--- src/rtl/hack_cpu_sequencer.sv ---
// Multi-cycle control sequencer for the Hack CPU: fetches over a req/ack port,
// sequences data-memory read/write, and issues one-cycle datapath load strobes.
module hack_cpu_sequencer #(
    parameter int unsigned ADDR_W = 15,
    parameter int unsigned CNT_W  = 16
) (
    input  logic              i_clk,
    input  logic              i_rst_n,
    input  logic              i_run,
    output logic              o_imem_req,
    output logic [ADDR_W-1:0] o_imem_addr,
    input  logic              i_imem_ack,
    input  logic [15:0]       i_imem_rdata,
    output logic [15:0]       o_ir,
    input  logic              i_dec_memread,
    input  logic              i_dec_writeM,
    input  logic              i_dec_loadA,
    input  logic              i_dec_loadD,
    input  logic              i_jump_taken,
    input  logic [ADDR_W-1:0] i_a_reg,
    output logic              o_dmem_req,
    output logic              o_dmem_we,
    input  logic              i_dmem_ack,
    output logic              o_mdr_ld,
    output logic              o_ld_a,
    output logic              o_ld_d,
    output logic [ADDR_W-1:0] o_pc,
    output logic              o_instr_done,
    output logic [CNT_W-1:0]  o_retired,
    output logic              o_busy
);

    localparam int unsigned IR_W = 16;

    typedef enum logic [2:0] {
        S_IDLE   = 3'd0,
        S_FETCH  = 3'd1,
        S_DECODE = 3'd2,
        S_MEMRD  = 3'd3,
        S_MEMWR  = 3'd4,
        S_EXEC   = 3'd5
    } state_t;

    state_t              r_state;
    state_t              w_state_next;
    logic [ADDR_W-1:0]   r_pc;
    logic [IR_W-1:0]     r_ir;
    logic [CNT_W-1:0]    r_retired;
    logic [ADDR_W-1:0]   w_pc_next;

    logic w_imem_req;
    logic w_dmem_req;
    logic w_dmem_we;
    logic w_mdr_ld;
    logic w_ld_a;
    logic w_ld_d;
    logic w_instr_done;

    // State register
    always_ff @(posedge i_clk) begin
        if (!i_rst_n) begin
            r_state <= S_IDLE;
        end else begin
            r_state <= w_state_next;
        end
    end

    // Next-state logic; ir[15]=0 marks an A-instruction, which never touches memory
    always_comb begin
        w_state_next = r_state;
        case (r_state)
            S_IDLE: begin
                if (i_run) w_state_next = S_FETCH;
            end
            S_FETCH: begin
                if (i_imem_ack) w_state_next = S_DECODE;
            end
            S_DECODE: begin
                if (!r_ir[15])          w_state_next = S_EXEC;
                else if (i_dec_memread) w_state_next = S_MEMRD;
                else if (i_dec_writeM)  w_state_next = S_MEMWR;
                else                    w_state_next = S_EXEC;
            end
            S_MEMRD: begin
                if (i_dmem_ack) w_state_next = i_dec_writeM ? S_MEMWR : S_EXEC;
            end
            S_MEMWR: begin
                if (i_dmem_ack) w_state_next = S_EXEC;
            end
            S_EXEC: begin
                w_state_next = i_run ? S_FETCH : S_IDLE;
            end
            default: w_state_next = S_IDLE;
        endcase
    end

    // Output decode: requests follow state, strobes are single-cycle by construction
    always_comb begin
        w_imem_req   = 1'b0;
        w_dmem_req   = 1'b0;
        w_dmem_we    = 1'b0;
        w_mdr_ld     = 1'b0;
        w_ld_a       = 1'b0;
        w_ld_d       = 1'b0;
        w_instr_done = 1'b0;
        case (r_state)
            S_FETCH: w_imem_req = 1'b1;
            S_MEMRD: begin
                w_dmem_req = 1'b1;
                w_mdr_ld   = i_dmem_ack;
            end
            S_MEMWR: begin
                w_dmem_req = 1'b1;
                w_dmem_we  = 1'b1;
            end
            S_EXEC: begin
                w_ld_a       = i_dec_loadA;
                w_ld_d       = i_dec_loadD & r_ir[15];
                w_instr_done = 1'b1;
            end
            default: ;
        endcase
    end

    assign w_pc_next = (r_ir[15] & i_jump_taken) ? i_a_reg : r_pc + ADDR_W'(1);

    // Architectural registers: ir on fetch ack, pc and retire count on EXEC
    always_ff @(posedge i_clk) begin
        if (!i_rst_n) begin
            r_pc      <= '0;
            r_ir      <= '0;
            r_retired <= '0;
        end else begin
            if (r_state == S_FETCH && i_imem_ack) r_ir <= i_imem_rdata;
            if (r_state == S_EXEC) begin
                r_pc      <= w_pc_next;
                r_retired <= r_retired + CNT_W'(1);
            end
        end
    end

    assign o_imem_req   = w_imem_req;
    assign o_imem_addr  = r_pc;
    assign o_ir         = r_ir;
    assign o_dmem_req   = w_dmem_req;
    assign o_dmem_we    = w_dmem_we;
    assign o_mdr_ld     = w_mdr_ld;
    assign o_ld_a       = w_ld_a;
    assign o_ld_d       = w_ld_d;
    assign o_pc         = r_pc;
    assign o_instr_done = w_instr_done;
    assign o_retired    = r_retired;
    assign o_busy       = (r_state != S_IDLE);

endmodule
--- config.mk ---
export PLATFORM = sky130hd
export DESIGN_NAME = hack_cpu_sequencer
export DESIGN_NICKNAME = d
export VERILOG_FILES = /design/src/rtl/hack_cpu_sequencer.sv
export SDC_FILE = /design/constraint.sdc
export NUM_CORES = 1
export LEC_CHECK = 0
export ABC_CLOCK_PERIOD_IN_PS = 1600
export BUFFER_PORTS_ARGS = -buffer_cell sky130_fd_sc_hd__buf_2
export CORE_ASPECT_RATIO = 1.75
export CORE_UTILIZATION = 43
export CTS_BUF_LIST = sky130_fd_sc_hd__clkbuf_16
export DETAILED_ROUTE_END_ITERATION = 16
export GPL_ROUTABILITY_DRIVEN = 0
export GPL_TIMING_DRIVEN = 0
export PLACE_DENSITY = 0.76
export SLEW_MARGIN = 20
export SYNTH_ARGS = -nofsm -noshare
export SYNTH_HDL_FRONTEND = slang
export SYNTH_SLANG_ARGS = --single-unit
--- constraint.sdc ---
create_clock -name i_clk -period 1.6 [get_ports i_clk]
set_input_delay 0.24 -clock i_clk [delete_from_list [all_inputs] [get_ports i_clk]]
set_output_delay 0.24 -clock i_clk [all_outputs]
set_load 0.05 [all_outputs]
==> metrics.cfg <==
[status]
status = finished with violations
violations = setup timing

[route]
via_per_inst = 5.48
vias = 2968
first_pass_iters = 4
wirelength_mm = 7.82
wl_per_cell_um = 14.4
drc = 0
first_iter_violations = 167
postRouteAntennaNets = 0

[synth]
syn_inst = 332
synth_top_area_frac = 0.393
synth_area_per_cell_um2 = 7.67
synth-main-ff-cell = dfxtp_1
yosysUniqueCellTypes = 43
synth_area_mm2 = 0.00254
yosys_warnings = 0
syn-num-nets = 375
yosysMostFrequentCell = nand2_1
synth_edf_count = 0
synthArstFlopShare = 0
synth_area_leaders = dfxtp_1 (39%), nand2_1 (8.7%), a21oi_1 (6.9%)
netlist_top_cells_count = nand2_1 (59), dfxtp_1 (50), a21oi_1 (35), nor2_1 (23), nand3_1 (16)
yosysSeqAreaShare = 0.393
synth_seq_cells = 50
synth_top_area_cell = dfxtp_1

[place]
dp_slack_ns = -0.265
hpwl_mm = 5.37
dp.cells = 518
io_buffers = 110

[timing]
hold_viol = 0
period_needed_ns = 1.64
fin_crit_sh = 1.03
setup_viol = 2
rsz0062_at_grt = true
slew_viol_final = 0
slew_headroom = 0.639
fin_worst_skew_ns = 0.00915
tightest_slew_ns = 0.542
timing.fmax_ghz = 0.608
setup_ws_ns = -0.0443

[finish]
post-route-util = 0.665
area_growth_pct = 47.1
antennaDiodeCount = 0
drive_gt1_frac = 0.466
final_cells = 542
finalNetCount = 508
num-fill-cells = 488

[die]
die_height_um = 104
core_area_mm2 = 0.00563
dieArea_mm2 = 0.00624
rows = 36
start_util = 0.452
dieWidth_um = 60.2
io_pins = 111

[global_routing]
grt.met2_usage = 0.425
grt_usage = 0.247
top_usage_layer = met2
grt_antenna_before_repair = 0
grt_max_degree = 17
grt_pass1_vias = 2766
met1_usage = 0.264
overflow = 0
grtUsageMet3 = 0.0412
grt_pass1_wl_mm = 12.2

[setup_path]
arrival_ns = 1.40
start_kind = flop
crit_required_ns = 1.36
end_kind = primary output
cp_max_fo = 7
critPathKind = flop to primary output

[hold_path]
hp-class = input port to flop

[pwr]
p_total_uw = 3040
peakVddDrop_v = 0.000717
p_per_area_mw_per_mm2 = 812
p_leak_uw = 0.00166

[clocking]
cts_made_buffers = 5
path_clk_slew_ns = 0.07
cts_max_path_buffers = 2
cts_tree = done
root_buffer = clkbuf_16
clock-sinks = 50
htree_num_levels = 2
cts-hold-fix-buffers = 0
clk-insertion-delay-late_ns = 0.29

[job]
cap_violations = 0

cells by family (layout without fill, tap and decap cells):
family	count (synthesis)	after routing	synth area share
AND/OR/NAND/NOR	153	153	0.294
AO/OA/AOI/OAI	71	71	0.167
flip-flops	50	50	0.393
buffers and inverters	42	176	0.0851
XOR/XNOR	10	10	0.0344
multiplexers	4	4	0.0162
adder cells (fa/ha/maj)	2	2	0.00983
sequential cells by signal, indices dropped and copies added, names as in the netlist:
name and cells:
r_state 3, o_imem_addr 15, o_ir 16, o_retired 16
path summary, 6_finish.rpt:
path | startpoint | endpoint | slack (ns) | cells past startpoint
worst max-delay path | r_state[1]$_SDFFE_PN0P_ | o_ld_d | -0.04 | 5
worst min-delay path | i_imem_rdata[15] | o_ir[15]$_SDFFE_PN0P_ | 0.18 | 3
worst min register to register | o_ir[2]$_SDFFE_PN0P_ | o_ir[2]$_SDFFE_PN0P_ | 0.45 | 2
worst max register to register | o_retired[3]$_SDFFE_PN0N_ | o_retired[15]$_SDFFE_PN0N_ | 0.02 | 5
routing by layer:
layer | up-vias | share of wire
met5 | - | 0
met2 | 157 | 0.53
met1 | 1357 | 0.38
met4 | 0 | 0.033
li1 | 1425 | -
met3 | 29 | 0.060
what timing repair did:
action / in CTS / in global routing
gates resized for setup: 34 / 30
gates cloned: 1 / 0
setup endpoints to repair: 37 / 33
setup buffers: 14 / 3
pin swaps: 11 / 12
through the flow:
step	hold WS [ns]	setup TNS (ns)	instance area, um^2
3_3_place_gp	0.439	-3.33	3270
3_5_place_dp	0.446	-4.12	3270
5_1_grt	0.183	-0.274	3740
4_1_cts	0.174	-0.119	3620
6_report	0.179	-0.0445	3740
2_1_floorplan	0.369	-0.581	2620
placed cells by master (no fill, tap or decap), drive strengths merged, types with 6 or more instances in the layout:
| cell | synthesis | final |
|---|---|---|
| nor3 | 11 | 11 |
| xnor2 | 7 | 7 |
| clkbuf | 15 | 19 |
| nand4 | 8 | 8 |
| nor2 | 23 | 23 |
| o21ai | 11 | 11 |
| nand2b | 6 | 6 |
| dfxtp | 50 | 50 |
| nand2 | 59 | 59 |
| or3 | 6 | 6 |
| inv | 8 | 9 |
| buf | 18 | 145 |
| nor4 | 9 | 9 |
| a21oi | 35 | 35 |
| nand3 | 16 | 16 |
worst max-delay path, cell delays in order (launching register included):
cell	delay (ns)
dfxtp_2	0.33
nand3b_4	0.22
clkinv_4	0.10
clkbuf_16	0.15
and3_4	0.18
buf_8	0.14
layout make-up:
cell class / count / area (um^2) / share of cell area
clock inverters: 3 / 18.8 / 0.00502
inverters: 9 / 38.8 / 0.0104
well taps: 76 / 95.1 / 0.0254
repair buffers: 128 / 722 / 0.193
multi-input cells: 240 / 1460 / 0.391
flip-flops and latches: 50 / 1060 / 0.284
clock buffers: 5 / 125 / 0.0334
plain buffers: 31 / 218 / 0.0582
power breakdown:
group	internal, uW	switching, uW	leakage, uW
sequential	1280	42.9	0.000421
combinational	203	472	0.00117
clock	574	465	0.0000672
total	2060	979	0.00166
Note: power is estimated with default switching activity, not from simulation.
